$ cat config.mk
export PLATFORM = sky130hd
export DESIGN_NAME = integrate_dump_ctrl
export DESIGN_NICKNAME = d
export VERILOG_FILES = /design/src/rtl/integrate_dump_ctrl.sv
export SDC_FILE = /design/constraint.sdc
export NUM_CORES = 1
export LEC_CHECK = 0
export CAP_MARGIN = 20
export CORE_MARGIN = 4
export CORE_UTILIZATION = 40
export CTS_CLUSTER_SIZE = 16
export DETAILED_ROUTE_END_ITERATION = 8
export DONT_BUFFER_PORTS = 1
export PLACE_DENSITY = 0.61
export SYNTH_ARGS = -nofsm -noshare
export SYNTH_HDL_FRONTEND = slang
export SYNTH_SLANG_ARGS = --single-unit
$ cat constraint.sdc
create_clock -name clk -period 9.7 [get_ports clk]
set_input_delay 1.94 -clock clk [delete_from_list [all_inputs] [get_ports clk]]
set_output_delay 1.94 -clock clk [all_outputs]
set_load 0.01 [all_outputs]
$ cat src/rtl/integrate_dump_ctrl.sv
// integrate_dump_ctrl
//   Integrate-and-dump decimator sequencer for the AD9226 sample stream.
//   It sums windows of N signed samples taken from an AXI-Stream slave.
//   It emits one sum per window on an AXI-Stream master with full backpressure.
//
// Ports
//   clk, reset      rising-edge clock, synchronous active-high reset
//   enable          1 = run windows, 0 = drop the partial window and idle
//   dec_len         window length N (0 acts as 1), latched at window start
//   s_axis_*        signed sample input (tdata/tvalid/tready)
//   m_axis_*        signed window sum output (tdata/tvalid/tready)
//   busy            high while accumulating
//   win_count       completed windows, wraps
module integrate_dump_ctrl #(
  parameter int DATA_IN_WIDTH  = 12,
  parameter int DATA_OUT_WIDTH = 28,
  parameter int CNT_WIDTH      = 16
) (
  input  logic                             clk,
  input  logic                             reset,
  input  logic                             enable,
  input  logic [CNT_WIDTH-1:0]             dec_len,
  input  logic signed [DATA_IN_WIDTH-1:0]  s_axis_tdata,
  input  logic                             s_axis_tvalid,
  output logic                             s_axis_tready,
  output logic signed [DATA_OUT_WIDTH-1:0] m_axis_tdata,
  output logic                             m_axis_tvalid,
  input  logic                             m_axis_tready,
  output logic                             busy,
  output logic [CNT_WIDTH-1:0]             win_count
);

  typedef enum logic {IDLE, ACCUM} state_t;

  state_t                      state, state_nxt;
  logic signed [DATA_OUT_WIDTH-1:0] acc, sample_ext, sum;
  logic [CNT_WIDTH-1:0]        cnt, n_lat, len_eff;
  logic                        last_slot, accept, load;

  assign len_eff    = (dec_len == '0) ? CNT_WIDTH'(1) : dec_len;
  assign sample_ext = DATA_OUT_WIDTH'(s_axis_tdata);
  assign sum        = acc + sample_ext;
  assign last_slot  = (cnt == n_lat - CNT_WIDTH'(1));
  assign accept     = s_axis_tvalid && s_axis_tready;
  assign load       = accept && last_slot;
  assign busy       = (state == ACCUM);

  always_ff @(posedge clk) begin
    if (reset) state <= IDLE;
    else       state <= state_nxt;
  end

  // The last sample of a window is held off only while the output
  // register is still occupied and not draining this cycle; every other
  // sample flows straight in.
  always_comb begin
    state_nxt     = state;
    s_axis_tready = 1'b0;
    case (state)
      IDLE:  if (enable) state_nxt = ACCUM;
      ACCUM: begin
        if (!enable) state_nxt = IDLE;
        else         s_axis_tready = !(last_slot && m_axis_tvalid && !m_axis_tready);
      end
      default: state_nxt = IDLE;
    endcase
  end

  always_ff @(posedge clk) begin
    if (reset) begin
      acc           <= '0;
      cnt           <= '0;
      n_lat         <= '0;
      m_axis_tdata  <= '0;
      m_axis_tvalid <= 1'b0;
      win_count     <= '0;
    end else begin
      // A fresh sum wins over a same-cycle consume, so tvalid stays up.
      if (load) begin
        m_axis_tdata  <= sum;
        m_axis_tvalid <= 1'b1;
        win_count     <= win_count + CNT_WIDTH'(1);
      end else if (m_axis_tready) begin
        m_axis_tvalid <= 1'b0;
      end

      case (state)
        IDLE: if (enable) begin
          n_lat <= len_eff;
          acc   <= '0;
          cnt   <= '0;
        end
        ACCUM: begin
          if (!enable) begin
            acc <= '0;
            cnt <= '0;
          end else if (accept) begin
            if (last_slot) begin
              acc   <= '0;
              cnt   <= '0;
              n_lat <= len_eff;
            end else begin
              acc <= sum;
              cnt <= cnt + CNT_WIDTH'(1);
            end
          end
        end
        default: ;
      endcase
    end
  end

endmodule

* Word level (Yosys, flattened, before mapping)
Index checks and enable logic that the tools add are counted.
** Word-level totals
- Bits of input ports :: 33
- Word-level logic and storage cells :: 49
- Bits in registers :: 106
- Output and inout port bits :: 47
** Operators by class
- Reduce and logical (&&, ||, !) cells :: 10
- Multiplexer cells :: 21
- Add/subtract/negate cells :: 4
- Bitwise operators :: 1
- Equality and inequality tests :: 6
** Operators with widths (number)
- $mux W16 :: 9
- $mux W28 :: 4
- $pmux W16 S2 :: 2
- $pmux W28 S2 :: 1
- $add A16 B1 Y16 const B :: 2
- $add A28 B12 Y28 :: 1
- $eq A16 B16 Y1 :: 1
- $logic_not A16 Y1 :: 1
- $sub A16 B1 Y16 const B :: 1
- $mux W1 :: 5
- $logic_and A1 B1 Y1 :: 4
- $ne A2 B1 Y1 const B :: 2
- $ne A2 B2 Y1 const B :: 2
- $reduce_and A4 Y1 :: 1
- $ne A3 B2 Y1 const B :: 1
- $logic_not A1 Y1 :: 2
- $reduce_and A2 Y1 :: 1
- $reduce_bool A2 Y1 :: 1
- $not A1 Y1 :: 1

* Logic depth before layout (Yosys ltp)
Gate-level depths: netlist (run 1).
- Depth in word-level cells :: 11
- Mapped depth :: 14
- Mapped depth without buffers :: 11

* Least setup slack after synthesis (run 1)
Ideal clock, no wire load.
- Path kind :: register to output
- From :: reg n_lat[7]
- To :: out s_axis_tready
- Stages on the path, launching flop included :: 11
- Data required time :: 7.760 ns
- Path buffers :: 2
- Data arrival time :: 2.818 ns
- Path slack :: 4.942 ns
- Path through :: dfxtp_1 > buf_6 > or4_4 > or4_4 > xnor2_1 > o21ai_1 > or4_4 > or4_4 > buf_6 > nor2_1 > nor2_1
** On the way
- Cells in the longest elaborated chain, start to end :: 7
** Ends and longest elaborated chain
- from (decl) :: RTL line 37 : logic [CNT_WIDTH-1:0] cnt, n_lat, len_eff;
- from (signal assigned) :: RTL line 89 : n_lat <= len_eff;
- from (signal assigned) :: RTL line 101 : n_lat <= len_eff;
- $sub A16 B1 Y16 :: RTL line 43 : assign last_slot = (cnt == n_lat - CNT_WIDTH'(1));
- $eq A16 B16 Y1 :: RTL line 43
- $logic_and A1 B1 Y1 (2 in a row) :: RTL line 63 : else s_axis_tready = !(last_slot && m_axis_tvalid && !m_axis_tready);
- $logic_not A1 Y1 :: RTL line 63
- $mux W1 :: RTL line 62 : if (!enable) state_nxt = IDLE;
- $mux W1 :: RTL line 59 : case (state)
- to (decl) :: RTL line 25 : output logic s_axis_tready,
Every way passes these cells.

* Worst setup path after layout (run 1)
- From :: reg n_lat[6]
- To :: out s_axis_tready
The elaborated chain is that of the path after synthesis.

==> run metrics, run 1 <==
GRT met1 Usage 20.5%; Period minus WS final 5.28 ns; Clock Path Buffers 2; worst path cell trace or4_4, or4_4, xnor2_1, o21ai_1, or4_4, or4_4, nor2_1, nor2_1; Total Nets Final 796; slew margin rel. roughly 29%; Area contributors post-synth dfxtp_1 (35%), nand2_1 (7.7%), ha_1 (6.2%); GP Congestion 0.914; starting density of the core between 40% and 50%; Leak Pwr 2.55 nW; Post-DRT Antenna Nets 0; Critical Path AT 3.34 ns; share of the synthesized area in the top cell type a little over a third; EDFF count, synth 0; Hold Path Depth 2; PD cells 154 nW/µm²; first-pass iteration count of the detailed router 4; GRT Util Overall 17.8%; element type at the critical path start flop; fin crit share 54.4%; clock latency on the worst-skew pair 0.36 ns; vias in the first global route 5070; WP buf/inv 0; register area share after synthesis roughly a third; Worst VDD drop about 0.00009 V; met3 Use GR about 6.3%; register-to-register path setup slack roughly 5.6 ns; DP Wirelength 11000 µm; M2 GR Usage 30.7%; setup bufs post-CTS 0; clock skew 0.00975 ns; initial antenna violation count 2; Min Hold Slack 0.464 ns; Crit. Startpoint n_lat[6]; Worst-path clk slew 0.07 ns; clk sinks 106; worst slew pin tran around 1.1 ns; CTS-repair resized insts 0; CP endpoint kind output pin; Mapped Avg Cell Area 8.04 µm²; Vias 5263; Hold Buf Count CTS 0; post-synth cell types 66; core box area 14700 µm²; Initial DRC Count about 320; Crit Path Max Fanout 8; # DRC 0; Routed wire per std cell 17.0 µm; WP data required just under 8 ns; Setup Viol. Count Final 0; ys async rst share 0%; slowest CP cell or4_4; register bit count reported by yosys 106; kind of cell adding the most delay to the critical path simple AND/OR/NAND/NOR gates; # Max-Cap Violations 0; Die X around 130 µm; min-delay worst type reg2reg; root buf cell clkbuf_16; TritonCTS clock tree yes; GRT busiest layer met2; H-Tree Depth 3; Top cell by count, worst path or4_4; Yosys top cell by area dfxtp_1; via/cell ratio 5.71; io pins 80; RSZ-0062 raised after global routing no; Syn Std Cell Area 6080 µm²; ant diodes 0; largest net degree at the start of global routing 87; first-pass GRT wire length 25300 µm; crit path kind reg2out; Syn-to-layout area delta 7.00%; yosys warns 0; final WL 15600 µm; Mapped Nets 820; DIE AREA 17200 µm²; power after layout between 1 and 1.5 mW; Hold Startpoint acc[17]; grt total ovfl 0; reg2reg end n_lat[7]; fin. max-slew vios 0; FF-to-FF path depth 10; commonest cells after routing, fill and taps aside nand2_1 (125), dfxtp_1 (106), nor2_1 (74); outcome complete, no violations; most common cell after layout, fill and taps aside nand2_1; port bufs 0; hold endpoint acc[17]; Die H 131 µm; R2R Path Start n_lat[6]; Num CTS Buffers 9; Hold Vio Cnt, Final 0; Setup TNS Final 0 ns; Synth Instances 756; num rows 44; FMAX 190 MHz; share of layout cells above drive strength 1 6.65%; largest stage delay on the critical path 0.59 ns; Synth Flop Type dfxtp_1
==> synth_stat cells, types with 6 or more instances <==
cell / n
a211oi_1: 8
a21o_1: 11
a21oi_1: 67
a31oi_1: 17
and3_1: 8
buf_2: 7
clkbuf_1: 27
dfxtp_1: 106
ha_1: 30
inv_1: 16
mux2_2: 6
mux2i_1: 17
nand2_1: 125
nand3_1: 24
nand3b_1: 8
nand4_1: 12
nor2_1: 74
nor2b_1: 9
nor3_1: 12
nor4_1: 8
o21ai_0: 16
or2_2: 11
xnor2_1: 22
xor2_1: 22
==> report_power, final <==
| part | internal (mW) | switching, mW |
|---|---|---|
| sequential | 0.445 | 0.00993 |
| clock | 0.241 | 0.166 |
| combinational | 0.0570 | 0.0808 |
==> logic make-up after synthesis <==
logic type | Yosys count | synth area share (%)
mux | 24 | 4.09
buf+inv | 55 | 4.03
xor+xnor | 44 | 6.34
compound gates | 175 | 18.8
flops | 106 | 34.9
simple gates | 321 | 25.3
fa+ha+maj | 31 | 6.50
==> flip-flops by register name, indices dropped and copies added (netlist names) <==
name	flops
cnt	16
acc	28
busy	1
m_axis_tdata	28
m_axis_tvalid	1
n_lat	16
win_count	16
==> metrics by stage <==
stage | instance area [µm²] | util [%] | instances | setup slack [ns]
6_report | 6510 | 44.3 | 921 | 4.42
4_1_cts | 6490 | 44.2 | 920 | 4.41
2_1_floorplan | 6080 | - | 756 | 4.94
3_3_place_gp | 6160 | 41.9 | 904 | 4.86
3_5_place_dp | 6160 | 41.9 | 904 | 4.81
5_1_grt | 6510 | 44.3 | 921 | 4.33
==> worst max path at each step <==
stage                               end  slack [ns]  cells after the start
after floorplan           s_axis_tready        4.94                     10
after global placement    s_axis_tready        4.86                      8
after detailed placement  s_axis_tready        4.81                      8
after CTS                 s_axis_tready        4.41                      8
after global routing      s_axis_tready        4.33                      8
final                     s_axis_tready        4.42                      8
==> worst min-delay path, cell delays in order, from the launching register on <==
cell	delay [ns]
dfxtp_1	0.31
nand2_1	0.05
a21oi_1	0.05
==> final cells by class <==
type	instances	area [µm²]
Multi-Input combinational cell	595	3730
Tap cell	184	230
Clock buffer	12	256
Inverter	16	60.1
Timing Repair Buffer	4	37.5
Clock inverter	4	73.8
Sequential cell	106	2120
Fill cell	1451	8190
==> metal layers <==
metal  share of wire [%]  wire length [µm]
met1                  43              6680
met4                 2.4               371
met2                  49              7640
met3                 6.0               937
met5                0.17                27
(Power assumes the default switching activity.)
==> inputs of run 2 (changes only) <==
Settings changed: ABC_AREA set to 1.
Clock period 9.7 ns to 5.1 ns, I/O delays scaled along.
==> run 2 against run 1 <==
Non-clock buffer count is 2 lower. Critical path depth is 9 higher. Combinational power is 74% higher. Synthesized cell count is 31% higher. Synthesized area is 7.8% higher. Clock skew is 0.0030 ns higher. Final cell count is 30% higher. Sequential share of layout area is 2.2 points lower. Critical endpoint is now win_count[2]. Largest power group unchanged.
==> run metrics, run 2 <==
power after layout 1.81 mW (+81%); CP endpoint kind flop; Non-Filler Instances 1196 (+30%); Area contributors post-synth dfxtp_1 (32%), nand2_1 (14%), nor2_1 (9.2%); TritonCTS clock tree yes; most common cell in the synthesized netlist nand2_1; DIE AREA 18500 µm² (+7.3%); # DRC 0 (unchanged); Yosys top cell by area dfxtp_1; via/cell ratio 5.05 (-12%); element type at the critical path start flop; first-pass GRT wire length 28000 µm (+11%); final WL 16900 µm (+7.7%); GRT Util Overall 18.5% (+0.76 points); clock latency on the worst-skew pair 0.37 ns (about the same); Hold Path Depth 2 (unchanged); FMAX 304 MHz; Fillers 1694 (+17%); Crit. Startpoint n_lat[0]; crit path kind reg2reg; share of the synthesized area in the top cell type 32.4% (-2.5 points); R2R Path Start n_lat[0]; synth cell count leaders nand2_1 (253), nor2_1 (161), dfxtp_1 (106); register-to-register path setup slack 1.81 ns (-3.74 ns); initial antenna violation count 0 (-2); commonest cells after routing, fill and taps aside nand2_1 (253), nor2_1 (160), dfxtp_1 (106); Period minus WS final between 3 and 4 ns; root buf cell clkbuf_16; reg2reg end win_count[2]; GP Congestion 0.928 (+1.6%); Total Nets Final 1039 (+31%); io pins 80 (unchanged); most common cell after layout, fill and taps aside nand2_1; Synth Instances 990 (+31%); PD cells 260 nW/µm² (+69%); register area share after synthesis 32.4% (-2.5 points); Post-DRT Antenna Nets 0 (unchanged); Mapped Nets 1054 (+29%); Hold Buf Count CTS 0 (unchanged); outcome complete, no violations; Vias 6044 (+15%); min-delay worst type reg2reg; Crit Path Max Fanout 36 (+28); Setup TNS Final 0 ns (unchanged); vias in the first global route 5885 (+16%); DP Wirelength 12300 µm (+12%); first-pass iteration count of the detailed router 5 (+1); Largest regs acc x28, m_axis_tdata x28; Worst-path clk slew 0.08 ns (about the same); Mapped Avg Cell Area 6.62 µm² (-18%); worst slew pin tran 0.626 ns (-0.442 ns); Num CTS Buffers 9 (unchanged); Synth Flop Type dfxtp_1; register bit count reported by yosys 106 (unchanged); share of layout cells above drive strength 1 5.41% (-1.2 points); CP Capture Point win_count[2]; WP data required 5.41 ns (-2.35 ns); Min Hold Slack 0.467 ns (+0.00309 ns); EDFF count, synth 0 (unchanged); starting density of the core 41.1% (-0.25 points); Leak Pwr 2.94 nW (+15%); yosys warns 0 (unchanged); grt total ovfl 0 (unchanged); post-synth cell types 42 (-36%); Routed wire per std cell 14.1 µm (-17%); Die X 136 µm (+3.6%); setup bufs post-CTS 0 (unchanged); fin crit share 64.4%; port bufs 0 (unchanged); CTS-repair resized insts 0 (unchanged); clk sinks 106 (unchanged); RSZ-0062 raised after global routing no; Worst VDD drop 0.000165 V (+81%); # Max-Cap Violations 0 (unchanged); core box area 15900 µm² (+8.5%); clock skew 0.0127 ns (+0.00299 ns); Setup Viol. Count Final 0 (unchanged); H-Tree Depth 3 (unchanged); fin. max-slew vios 0 (unchanged); FF-to-FF path depth 17 (+7); slew margin rel. 58.2% (+29 points); Hold Vio Cnt, Final 0 (unchanged); Initial DRC Count 331 (+4.4%); num rows 46 (+4.5%); ys async rst share 0% (unchanged); largest net degree at the start of global routing 53 (-39%); Critical Path AT 3.60 ns (+0.26 ns); Clock Path Buffers 2 (unchanged); Die H 136 µm (+3.6%); ant diodes 0 (unchanged); placed cell count 1180 (+31%); Syn-to-layout area delta 6.45%; Syn Std Cell Area 6560 µm² (+7.8%)
## run 2: worst min-delay path by stage
stage,start,end,slack [ns]
2_1_floorplan,acc[26],acc[26],0.44
3_3_place_gp,acc[8],acc[8],0.45
3_5_place_dp,acc[7],acc[7],0.45
4_1_cts,acc[7],acc[7],0.47
5_1_grt,acc[9],acc[9],0.48
6_report,acc[7],acc[7],0.47
## run 2: area by class of cell
class / instances / area, µm² / area share (%)
Timing Repair Buffer: 2 / 15.0 / 0.215
Clock inverter: 7 / 68.8 / 0.986
Multi-Input combinational cell: 776 / 3970 / 56.9
Inverter: 80 / 305 / 4.38
Sequential cell: 106 / 2120 / 30.4
Clock buffer: 9 / 225 / 3.23
Tap cell: 216 / 270 / 3.87
## run 2: power breakdown
part | leakage, nW | switching [mW] | total (mW) | internal, mW
logic | 1.94 | 0.158 | 0.240 | 0.0815
clock network | 0.140 | 0.367 | 0.715 | 0.348
registers | 0.858 | 0.0176 | 0.859 | 0.841
## run 2: routing by layer
layer	share of wire, %	global-route usage (%)
met1	47	23.4
met2	48	31.6
met3	3.9	3.63
met4	1.8	6.27
met5	0	0
## run 2: through the flow
| stage | util (%) | worst slack (ns) | cell area [µm²] |
|---|---|---|---|
| final | 43.8 | 1.81 | 6980 |
| after global routing | 43.8 | 1.43 | 6980 |
| after CTS | 43.8 | 1.80 | 6980 |
| after detailed placement | 41.9 | 1.78 | 6680 |
| after global placement | 41.9 | 1.79 | 6680 |
| after floorplan | - | 2.13 | 6560 |
## run 2: logic make-up after synthesis
| logic type | count (synthesis) | share of synthesized area, % |
|---|---|---|
| simple gates | 518 | 33.3 |
| fa+ha+maj | 31 | 6.03 |
| xor+xnor | 50 | 6.68 |
| compound gates | 177 | 14.5 |
| buf+inv | 108 | 7.08 |
| flops | 106 | 32.4 |
## run 2: critical path: stages (launching register included)
cell and delay (ns):
dfxtp_1 0.38, inv_2 0.07, ha_1 0.29, inv_1 0.04
nand2_1 0.05, nand2_1 0.04, nor2_1 0.12, nand2_1 0.06
nor2_1 0.13, nand2_1 0.07, nor2_1 0.13, nand3_2 0.14
nor2_4 0.15, nand4_4 0.48, inv_2 0.69, nand2_1 0.13
xor2_1 0.17, nor2_1 0.08
==> inputs of run 3 (changes only) <==
Clock period 5.1 ns to 3.3 ns, I/O delays scaled along.
==> run 3 against run 2 <==
Core utilization up 0.20 points. Die area unchanged. Global-route usage barely moved. Via count barely moved.
==> run metrics, run 3 (synthesis results as in run 2) <==
sequential cell area 2120 µm² (unchanged); Period minus WS final 2.88 ns; setup bufs post-CTS 0 (unchanged); DIE AREA 18500 µm² (unchanged); area of the multi-input gates 3970 µm² (unchanged); FF-to-FF path depth 18 (+1); crit path kind reg2out; Non-Filler Instances 1200 (+0.33%); clock skew 0.00928 ns (-0.00346 ns); Total Nets Final 1043 (+0.38%); Pint 1.96 mW (+54%); port bufs 0 (unchanged); clk sinks 106 (unchanged); Logic pwr share 13.4% (+0.2 points); H-Tree Depth 3 (unchanged); Vias 6042 (-0.033%); Hold Vio Cnt, Final 0 (unchanged); first-pass iteration count of the detailed router 5 (unchanged); io pins 80 (unchanged); Hold Startpoint reset; Routed wire per std cell 13.9 µm (-1.3%); root buf cell clkbuf_16; Initial DRC Count 317 (-4.2%); Die X 136 µm (unchanged); largest net degree at the start of global routing 53 (unchanged); fin crit share 87.4%; final WL 16700 µm (-0.98%); worst slew pin tran 0.513 ns (-0.113 ns); slew margin rel. 65.8% (+7.6 points); reg2reg end acc[4]; first-pass GRT wire length 27900 µm (-0.57%); WP data required 2.64 ns (-2.77 ns); GP Congestion 0.881 (-5.1%); hold endpoint n_lat[9]; commonest cells after routing, fill and taps aside nand2_1 (253), nor2_1 (160), dfxtp_1 (106); Clock Path Buffers 2 (unchanged); Die H 136 µm (unchanged); PD cells 395 nW/µm² (+52%); RSZ-0062 raised after global routing no; DP Wirelength 12300 µm (about the same); starting density of the core 41.1% (unchanged); Setup TNS Final 0 ns (unchanged); R2R Path Start n_lat[0]; Seq pwr share 47.9% (+0.5 points); vias in the first global route 5814 (-1.2%); ant diodes 0 (unchanged); # DRC 0 (unchanged); Post-DRT Antenna Nets 0 (unchanged); Num CTS Buffers 9 (unchanged); clock latency on the worst-skew pair 0.36 ns (about the same); CP endpoint kind output pin; Crit Path Max Fanout 4 (-89%); power share of the clock group 38.7% (-0.7 points); num rows 46 (unchanged); core box area 15900 µm² (unchanged); initial antenna violation count 0 (unchanged); Design Area, Final 7010 µm² (+0.47%); switch share 29.4% (-0.51 points); Worst VDD drop 0.000242 V (+47%); Leak Pwr 2.96 nW (+0.73%); register-to-register path setup slack 0.56 ns (-1.25 ns); GRT Util Overall 18.6% (about the same); outcome complete, no violations; Critical Path AT 2.22 ns (-1.38 ns); min-delay worst type in2reg; Hold Buf Count CTS 0 (unchanged); Syn-to-layout area delta 6.95%; grt total ovfl 0 (unchanged); FMAX 347 MHz; Largest regs acc x28, m_axis_tdata x28; CTS-repair resized insts 0 (unchanged); TritonCTS clock tree yes; pre-CTS setup slack 0.438 ns (-1.34 ns); via/cell ratio 5.04 (-0.37%); # Max-Cap Violations 0 (unchanged); Setup Viol. Count Final 0 (unchanged); fin. max-slew vios 0 (unchanged); final setup margin 0.416 ns (-1.40 ns); Worst-path clk slew 0.08 ns (about the same); share of layout cells above drive strength 1 5.79% (+0.38 points); placed cell count 1184 (+0.34%); Fillers 1719 (+1.5%); net switching power 0.815 mW (+50%); element type at the critical path start flop; most common cell after layout, fill and taps aside nand2_1; Area after DPL 6730 µm² (+0.64%); Hold Path Depth 1 (-1)
==> run 3: area by class of cell <==
| class | instances | area share, % |
|---|---|---|
| Multi-Input combinational cell | 776 | 56.6 |
| Sequential cell | 106 | 30.3 |
| Inverter | 80 | 4.35 |
| Tap cell | 216 | 3.86 |
| Clock buffer | 9 | 3.21 |
| Clock inverter | 7 | 0.839 |
| Timing Repair Buffer | 6 | 0.821 |
==> run 3: metal layers <==
metal | routed length (µm) | part of all wire (%) | track usage [%] | vias up
met5 | 0 | 0 | 0 | -
met4 | 279 | 1.7 | 5.60 | 0
met3 | 638 | 3.8 | 3.44 | 22
met2 | 7920 | 47 | 32.0 | 89
met1 | 7850 | 47 | 23.5 | 2735
li1 | - | - | - | 3196
==> run 3: critical path, cell delays in order (launching register included) <==
cell	delay [ns]
dfxtp_1	0.39
inv_2	0.07
ha_1	0.29
inv_1	0.04
nand2_1	0.05
nand2_1	0.04
nor2_1	0.12
nand2_1	0.06
nor2_1	0.14
nand2_1	0.07
nor2_1	0.11
nand3_2	0.15
o21bai_4	0.21
nand2_2	0.12
==> run 3: worst max-delay path by stage <==
stage | startpoint | to | slack [ns] | cells after the start
4_1_cts | n_lat[0] | s_axis_tready | 0.36 | 13
2_1_floorplan | s_axis_tdata[0] | acc[20] | 0.69 | 13
6_report | n_lat[0] | s_axis_tready | 0.42 | 13
5_1_grt | n_lat[0] | s_axis_tready | 0.22 | 13
3_3_place_gp | s_axis_tdata[0] | acc[20] | 0.48 | 13
3_5_place_dp | s_axis_tdata[0] | acc[20] | 0.44 | 13
==> run 3: power groups by stage <==
stage                     logic [mW]  registers [mW]  clock network [mW]
after detailed placement       0.373            1.36                   0
final                          0.372            1.33                1.07
after CTS                      0.374            1.33                1.11
after floorplan                0.318            1.35                   0
after global routing           0.428            1.33                1.15
after global placement         0.371            1.36                   0
==> run 3: stage by stage <==
stage	hold slack (ns)	util, %	total power [mW]
after global placement	0.448	42.2	1.73
after global routing	0.355	44.0	2.91
final	0.361	44.0	2.77
after CTS	0.347	44.0	2.81
after detailed placement	0.454	42.2	1.73
after floorplan	0.443	-	1.67
